==> config.mk <==
export PLATFORM = sky130hd
export DESIGN_NAME = mem_stream_loader
export DESIGN_NICKNAME = d
export VERILOG_FILES = /design/src/rtl/mem_stream_loader.sv
export SDC_FILE = /design/constraint.sdc
export NUM_CORES = 1
export LEC_CHECK = 0
export ABC_AREA = 1
export ABC_CLOCK_PERIOD_IN_PS = 5700
export BUFFER_PORTS_ARGS = -buffer_cell sky130_fd_sc_hd__buf_2
export CAP_MARGIN = 20
export CORE_ASPECT_RATIO = 1.25
export CORE_MARGIN = 2
export CORE_UTILIZATION = 45
export DETAILED_ROUTE_END_ITERATION = 6
export PLACE_DENSITY_LB_ADDON = 0.15
export SETUP_SLACK_MARGIN = 0.3
export SYNTH_ARGS = -nofsm -noshare
export SYNTH_HDL_FRONTEND = slang
export SYNTH_SLANG_ARGS = --single-unit
==> constraint.sdc <==
create_clock -name clk -period 5.7 [get_ports clk]
set_input_delay 1.71 -clock clk [delete_from_list [all_inputs] [get_ports clk]]
set_output_delay 1.71 -clock clk [all_outputs]
set_load 0.02 [all_outputs]
==> src/rtl/mem_stream_loader.sv <==
// ---------------------------------------------------------------------------
// mem_stream_loader
//
// Fills a 16-bit-wide memory through its write port from a framed byte
// stream. Frame layout (big-endian):
//   ADDR_HI, ADDR_LO, LEN_HI, LEN_LO, then LEN words sent as HI,LO byte pairs.
// Start address is {ADDR_HI[5:0], ADDR_LO}; LEN is a word count (0..65535).
// Each assembled word is written with a one-cycle mem_we pulse, and the
// address auto-increments (wrapping modulo 2**ADDR_WIDTH).
//
// Optional feature (macro LOADER_CHECKSUM_EN):
//   A trailing checksum byte follows the payload. It is compared with the
//   XOR of every byte accepted since start; a mismatch raises error.
//   Without the macro there is no checksum byte and error is tied to 0.
//
// Ports:
//   clk            system clock, rising edge
//   reset          asynchronous, active-high reset
//   start          one-cycle pulse arming the loader (ignored while busy)
//   byte_in        stream byte
//   byte_valid     byte_in valid
//   byte_ready     loader accepts byte_in this cycle (transfer = valid & ready)
//   mem_address    memory write address
//   mem_data       memory write data
//   mem_we         memory write enable, one-cycle pulse per word
//   busy           frame in progress
//   done           frame complete, held until next start
//   error          checksum mismatch, held until next start
//   words_written  words written in current/last frame
// ---------------------------------------------------------------------------
module mem_stream_loader #(
    parameter int ADDR_WIDTH = 14,
    parameter int DATA_WIDTH = 16
) (
    input  logic                  clk,
    input  logic                  reset,
    input  logic                  start,
    input  logic [7:0]            byte_in,
    input  logic                  byte_valid,
    output logic                  byte_ready,
    output logic [ADDR_WIDTH-1:0] mem_address,
    output logic [DATA_WIDTH-1:0] mem_data,
    output logic                  mem_we,
    output logic                  busy,
    output logic                  done,
    output logic                  error,
    output logic [15:0]           words_written
);

    typedef enum logic [3:0] {
        IDLE,
        A_HI,
        A_LO,
        L_HI,
        L_LO,
        D_HI,
        D_LO,
        WR,
`ifdef LOADER_CHECKSUM_EN
        CHK,
`endif
        DONE
    } state_t;

    // State reached once the payload is exhausted (or empty).
`ifdef LOADER_CHECKSUM_EN
    localparam state_t END_STATE = CHK;
`else
    localparam state_t END_STATE = DONE;
`endif

    state_t      state;
    state_t      state_next;
    logic        transfer;
    logic        enter_done;
    logic [5:0]  addr_hi;
    logic [7:0]  len_hi;
    logic [7:0]  data_hi;
    logic [15:0] remaining;

    assign transfer   = byte_valid & byte_ready;
    assign enter_done = (state_next == DONE) && (state != DONE);

    always_ff @(posedge clk or posedge reset) begin
        if (reset) begin
            state <= IDLE;
        end else begin
            state <= state_next;
        end
    end

    always_comb begin
        state_next = state;
        byte_ready = 1'b0;
        mem_we     = 1'b0;
        case (state)
            IDLE: begin
                if (start) state_next = A_HI;
            end
            A_HI: begin
                byte_ready = 1'b1;
                if (byte_valid) state_next = A_LO;
            end
            A_LO: begin
                byte_ready = 1'b1;
                if (byte_valid) state_next = L_HI;
            end
            L_HI: begin
                byte_ready = 1'b1;
                if (byte_valid) state_next = L_LO;
            end
            L_LO: begin
                byte_ready = 1'b1;
                if (byte_valid) begin
                    state_next = ({len_hi, byte_in} == 16'd0) ? END_STATE : D_HI;
                end
            end
            D_HI: begin
                byte_ready = 1'b1;
                if (byte_valid) state_next = D_LO;
            end
            D_LO: begin
                byte_ready = 1'b1;
                if (byte_valid) state_next = WR;
            end
            WR: begin
                // Address and data are registered, so they are stable for
                // the whole write cycle; no byte is taken while writing.
                mem_we     = 1'b1;
                state_next = (remaining == 16'd1) ? END_STATE : D_HI;
            end
`ifdef LOADER_CHECKSUM_EN
            CHK: begin
                byte_ready = 1'b1;
                if (byte_valid) state_next = DONE;
            end
`endif
            DONE: begin
                // start is deliberately not looked at here.
                state_next = IDLE;
            end
            default: begin
                state_next = IDLE;
            end
        endcase
    end

    always_ff @(posedge clk or posedge reset) begin
        if (reset) begin
            mem_address   <= '0;
            mem_data      <= '0;
            busy          <= 1'b0;
            done          <= 1'b0;
            words_written <= 16'd0;
            addr_hi       <= 6'd0;
            len_hi        <= 8'd0;
            data_hi       <= 8'd0;
            remaining     <= 16'd0;
        end else begin
            case (state)
                IDLE: begin
                    if (start) begin
                        busy          <= 1'b1;
                        done          <= 1'b0;
                        words_written <= 16'd0;
                    end
                end
                A_HI: if (transfer) addr_hi <= byte_in[5:0];
                A_LO: if (transfer) mem_address <= ADDR_WIDTH'({addr_hi, byte_in});
                L_HI: if (transfer) len_hi <= byte_in;
                L_LO: if (transfer) remaining <= {len_hi, byte_in};
                D_HI: if (transfer) data_hi <= byte_in;
                D_LO: if (transfer) mem_data <= DATA_WIDTH'({data_hi, byte_in});
                WR: begin
                    mem_address   <= mem_address + 1'b1;
                    words_written <= words_written + 16'd1;
                    remaining     <= remaining - 16'd1;
                end
                default: ;
            endcase
            if (enter_done) begin
                busy <= 1'b0;
                done <= 1'b1;
            end
        end
    end

`ifdef LOADER_CHECKSUM_EN
    logic [7:0] checksum;
    logic       error_q;

    assign error = error_q;

    always_ff @(posedge clk or posedge reset) begin
        if (reset) begin
            checksum <= 8'd0;
            error_q  <= 1'b0;
        end else if (state == IDLE) begin
            if (start) begin
                checksum <= 8'd0;
                error_q  <= 1'b0;
            end
        end else if (transfer) begin
            // The checksum byte itself is compared, not accumulated.
            if (state == CHK) begin
                if (byte_in != checksum) error_q <= 1'b1;
            end else begin
                checksum <= checksum ^ byte_in;
            end
        end
    end
`else
    assign error = 1'b0;
`endif

endmodule

* Yosys cells after proc, flatten, opt, wreduce, memory -nomap -nowiden
Index checks and enable logic that the tools add are counted.
Storage, ports and cells: output and inout bits 51, register bits 90, bits in latches 0, RAM bits 0, memories 0, input bits 12, logic and storage cells 68, bits in read-only memories 0
Cells by class: equal/unequal tests 13, magnitude comparators 0, reductions and logical operators 17, div/mod/pow operators 0, add/sub/neg operators 3, muxes and demuxes 24, bitwise logic cells 1, multipliers 0, shift-type cells 0
Operator list (number):
- $pmux 16 s2 | 2
- $mux 4 | 9
- $mux 16 | 2
- $pmux 4 s8 | 1
- $pmux 14 s2 | 1
- $add 16x1->16 const B | 1
- $eq 16x1->1 const B | 1
- $eq 4x3->1 const B | 4
- $logic_not 16->1 | 1
- $reduce_and 2->1 | 8
- $sub 16x1->16 const B | 1
- $add 14x1->14 const B | 1
- $mux 14 | 1
- $reduce_bool 2->1 | 5
- $eq 4x2->1 const B | 2
- $mux 1 | 8
- $ne 2x2->1 const B | 3
- $reduce_or 6->1 | 1
- $eq 4x1->1 const B | 1
- $eq 4x4->1 const B | 1
- $logic_not 4->1 | 1
- $ne 4x4->1 const B | 1
- $and 1x1->1 | 1
- $logic_and 1x1->1 | 1

* Logic depth before layout (Yosys ltp)
word-level depth 8, gate-level depth with buffers 9, gate-level depth less buffers 9

* Worst setup path before layout
Ideal clock, no wire load.
path kind reg2out, from reg state[2], to out byte_ready, path buffers 0, setup slack 2.854 ns, data required time 3.990 ns, stages on the path, launching flop included 4, data arrival time 1.136 ns, cells stage by stage dfrtp_1 -> nor2_2 -> inv_2 -> o21ai_0
Between the ends: longest elaborated chain between the ends 3, elaborated cells between the ends (all ways) 8, those cells by class 6 x eq/ne; 1 x mux; 1 x reduce/logical
Ends and longest elaborated chain:
- start, declared | RTL line 72 | state_t state;
- start signal, assigned | RTL line 88 | state <= state_next;
- $eq 4x3->1 (tied with other cells) | RTL line 96 | case (state)
- $reduce_or 6->1 (no source line) *
- $mux 1 * | RTL line 96
- end, declared | RTL line 40 | output logic byte_ready,
Mark *: on every way between the ends. The rest lies on a longest branch, timed or not.

* Worst setup path in the final report
from reg state[3], to out mem_we
Between the ends: longest elaborated chain between the ends 2
Ends and longest elaborated chain:
- $eq 4x3->1 | RTL line 96
- $mux 1 | RTL line 96
- end, declared | RTL line 43 | output logic mem_we,
No other way between the ends.

==> out/metrics.yaml <==
globalplace.congestion: 0.924
syn_nets: 670
clkSinkCount: 90
power.static_leakage_uw: 0.00278
synthDistinctLibCells: 33
swShare_pct: 41.7
synth_compound_area_share_pct: 10.9
worst_path_largest_cell_delay_ps: 410
cts_setup_buffers: 0
area_delta_synth_final_pct: 14.7
power_density_mw_per_mm2: 469
num_rows: 42
worst_ep_required_time_ps: 3990
finClkSkew_ps: 5.71
slew_viol_final: 0
cts_tree: "done"
finalSetupViolCount: 0
stdcell_area_sq_mm: 0.00546
path_delay_family: "buffers and inverters"
drt_first_iter_violations: 246
yosys.area_share.simple_pct: 31.9
finish.utilization_pct: 52.2
status: "finished, final reports clean"
layout.cells.non_filler: 850
period_minus_slack_ps: 3440
initial_utilization_pct: 45.5
drt-pass1-iter-count: 5
comb_power_share_pct: 36.6
vdd_drop_max_uv: 295
period_share_pct: 60.3
grt_pass1_vias: 4127
synth_mux_area_share_pct: 0
io_pins: 63
hold_viol: 0
viasPerCell: 5.24
seq_area_frac_synth_pct: 47.3
cellInternalPower_uw: 1490
synth_top_family_by_area: "simple AND/OR/NAND/NOR gates"
die_w_um: 96.0
relSlewSlack_pct: 35.7
max_freq_mhz: 291
fill_cells: 1054
ctsResizeCount: 0
grt_max_degree: 59
port_buffers: 61
cts_root_buf: "clkbuf_16"
drive_gt1_share_pct: 12.7
insertion_delay_ps: 330
drc: 0
ant_nets: 0
dp.cells: 833
hold_start: "done"
ys_warn_count: 0
synthesis.instances: 654
crit_slowest_cell: "dfrtp_1"
overflow: 0
p_sw_uw: 1070
wire_per_inst_um: 14.1
die_h_um: 119
ys_async_sr_fraction_pct: 100
synth.cell_area_sq_mm: 0.00476
cts_hold_buf: 0
cts_made_buffers: 9
grt_antenna_before_repair: 0
power_frac_seq_pct: 42.0
avgSynthCellArea_sq_um: 7.28
synth_fa_ha_area_share_pct: 1.05
clk_pin_slew_worst_paths_ps: 60
crit_path_start_kind: "register"
synth_edf_count: 0
clkPwrFrac_pct: 21.4
synth_xor_area_share_pct: 0.552
die_area_sq_mm: 0.0114
track_usage_pct: 21.8
grt_pass1_wl_um: 19600
arrival_ps: 1730
clk_path_buf_depth: 2
vias: 4458
synth_seq_cells: 90
synth_ff_type: "dfrtp_1"
htree_num_levels: 3
whs_ps: 478
rsz0062_at_grt: "false"
maxCapViolations: 0
fin_setup_tns_ps: 0
r2r-start: "state[3]"
drt-total-wl_um: 12000
place_hpwl_um: 8760
core_sq_mm: 0.0105
worst-slew-pin-transition_ps: 964
crit_start: "state[3]"
hold_path_class: "reg2reg"
layout.nets: 729
worst-path-max-fanout: 45
path_cells: "inv_2 -> nand2_1 -> nor2_4 -> buf_4 -> buf_2"
worstSetupEndpointType: "primary output"
place_area_sq_mm: 0.00516
antenna_cells: 0
path_class: "reg2out"
path_buf_inv: 3
cells by family (layout without fill, tap and decap cells):
group	after synthesis	after routing
flops	90	90
simple gates	365	365
buf+inv	96	160
fa+ha+maj	4	4
other cells	1	1
compound gates	95	95
xor+xnor	3	3
cells in the mapped netlist (2+ instances only):
cell        n  area share, %
nand3_1    64            6.7
buf_6       2           0.47
nand4_1     8            1.1
ha_1        4            1.1
o21ai_1    22            2.3
clkbuf_1    5           0.39
o221ai_1    4           0.74
xor2_1      2           0.37
or2_1       2           0.26
inv_2       7           0.55
inv_1      72            5.7
nor2_1     64            5.0
o21ai_0    49            5.2
dfrtp_1    90             47
o211ai_1    7            1.1
nand3b_1    2           0.32
buf_2       8           0.84
nand2_1   213             17
a21oi_1     9           0.95
nor3_1      6           0.63
buf_4       2           0.32
cells in the final DEF, fill, tap and decap left out, drive strengths merged:
| cell | Yosys | routed |
|---|---|---|
| a21boi | 1 | 1 |
| a21oi | 9 | 9 |
| a22oi | 1 | 1 |
| a31oi | 1 | 1 |
| and2 | 1 | 1 |
| buf | 12 | 65 |
| clkbuf | 5 | 13 |
| clkinv | 0 | 3 |
| clkinvlp | 0 | 1 |
| conb | 1 | 1 |
| dfrtp | 90 | 90 |
| ha | 4 | 4 |
| inv | 79 | 78 |
| nand2 | 214 | 214 |
| nand3 | 64 | 64 |
| nand3b | 2 | 2 |
| nand4 | 9 | 9 |
| nor2 | 66 | 66 |
| nor3 | 6 | 6 |
| o211ai | 7 | 7 |
| o21ai | 71 | 71 |
| o21bai | 1 | 1 |
| o221ai | 4 | 4 |
| or2 | 3 | 3 |
| xnor2 | 1 | 1 |
| xor2 | 2 | 2 |
power by group through the flow:
stage / registers (uW) / clock network [uW] / logic, uW
floorplan: 1140 / 0 / 584
global placement: 1070 / 0 / 923
detailed placement: 1080 / 0 / 942
CTS: 1070 / 561 / 944
global route: 1110 / 588 / 1070
finish: 1080 / 549 / 937
sequential cells by signal (all words and copies together) (netlist names), 4 cells and up:
register / flops
addr_hi: 6
remaining: 16
data_hi: 8
mem_data: 16
state: 4
len_hi: 8
words_written: 16
mem_address: 14
worst reg2reg max path: stages, from the launching register on:
cell and delay [ps]:
dfrtp_1 410, inv_2 110, nand2_1 110, nor2_1 220, nand2_1 380, nand2_2 310, inv_2 110, nand2_1 80
o221ai_1 100
final cells by class:
cell class	instances	area [sq um]	share of cell area, %
flip-flops and latches	90	2250	41.3
multi-input cells	468	2110	38.7
repair buffers	65	355	6.51
inverters	79	298	5.45
clock buffers	13	250	4.58
well taps	132	165	3.03
clock inverters	3	25.0	0.458
stage by stage:
step / worst slack (ps) / power (uW)
2_1_floorplan: 1650 / 1730
3_3_place_gp: 2620 / 2000
3_5_place_dp: 2610 / 2020
4_1_cts: 2240 / 2580
5_1_grt: 2140 / 2770
6_report: 2260 / 2560
worst paths after layout:
check,slack (ps),to,cells past startpoint
worst max register to register,3720,remaining[1],8
worst max-delay path,2260,mem_we,5
max in group asynchronous,3500,mem_address[13],4
worst min register to register,480,done,2
worst min-delay path,480,done,2
min in group asynchronous,1240,state[3],2
layer usage:
layer  vias to the layer above  track usage [%]  part of all wire, %
met5                         -                0                    0
met4                         0             8.21                  1.9
met3                        17             2.78                  3.6
met2                       102             35.8                   49
met1                      2130             29.2                   45
li1                       2209                -                    -
Note: power is estimated with default switching activity, not from simulation.
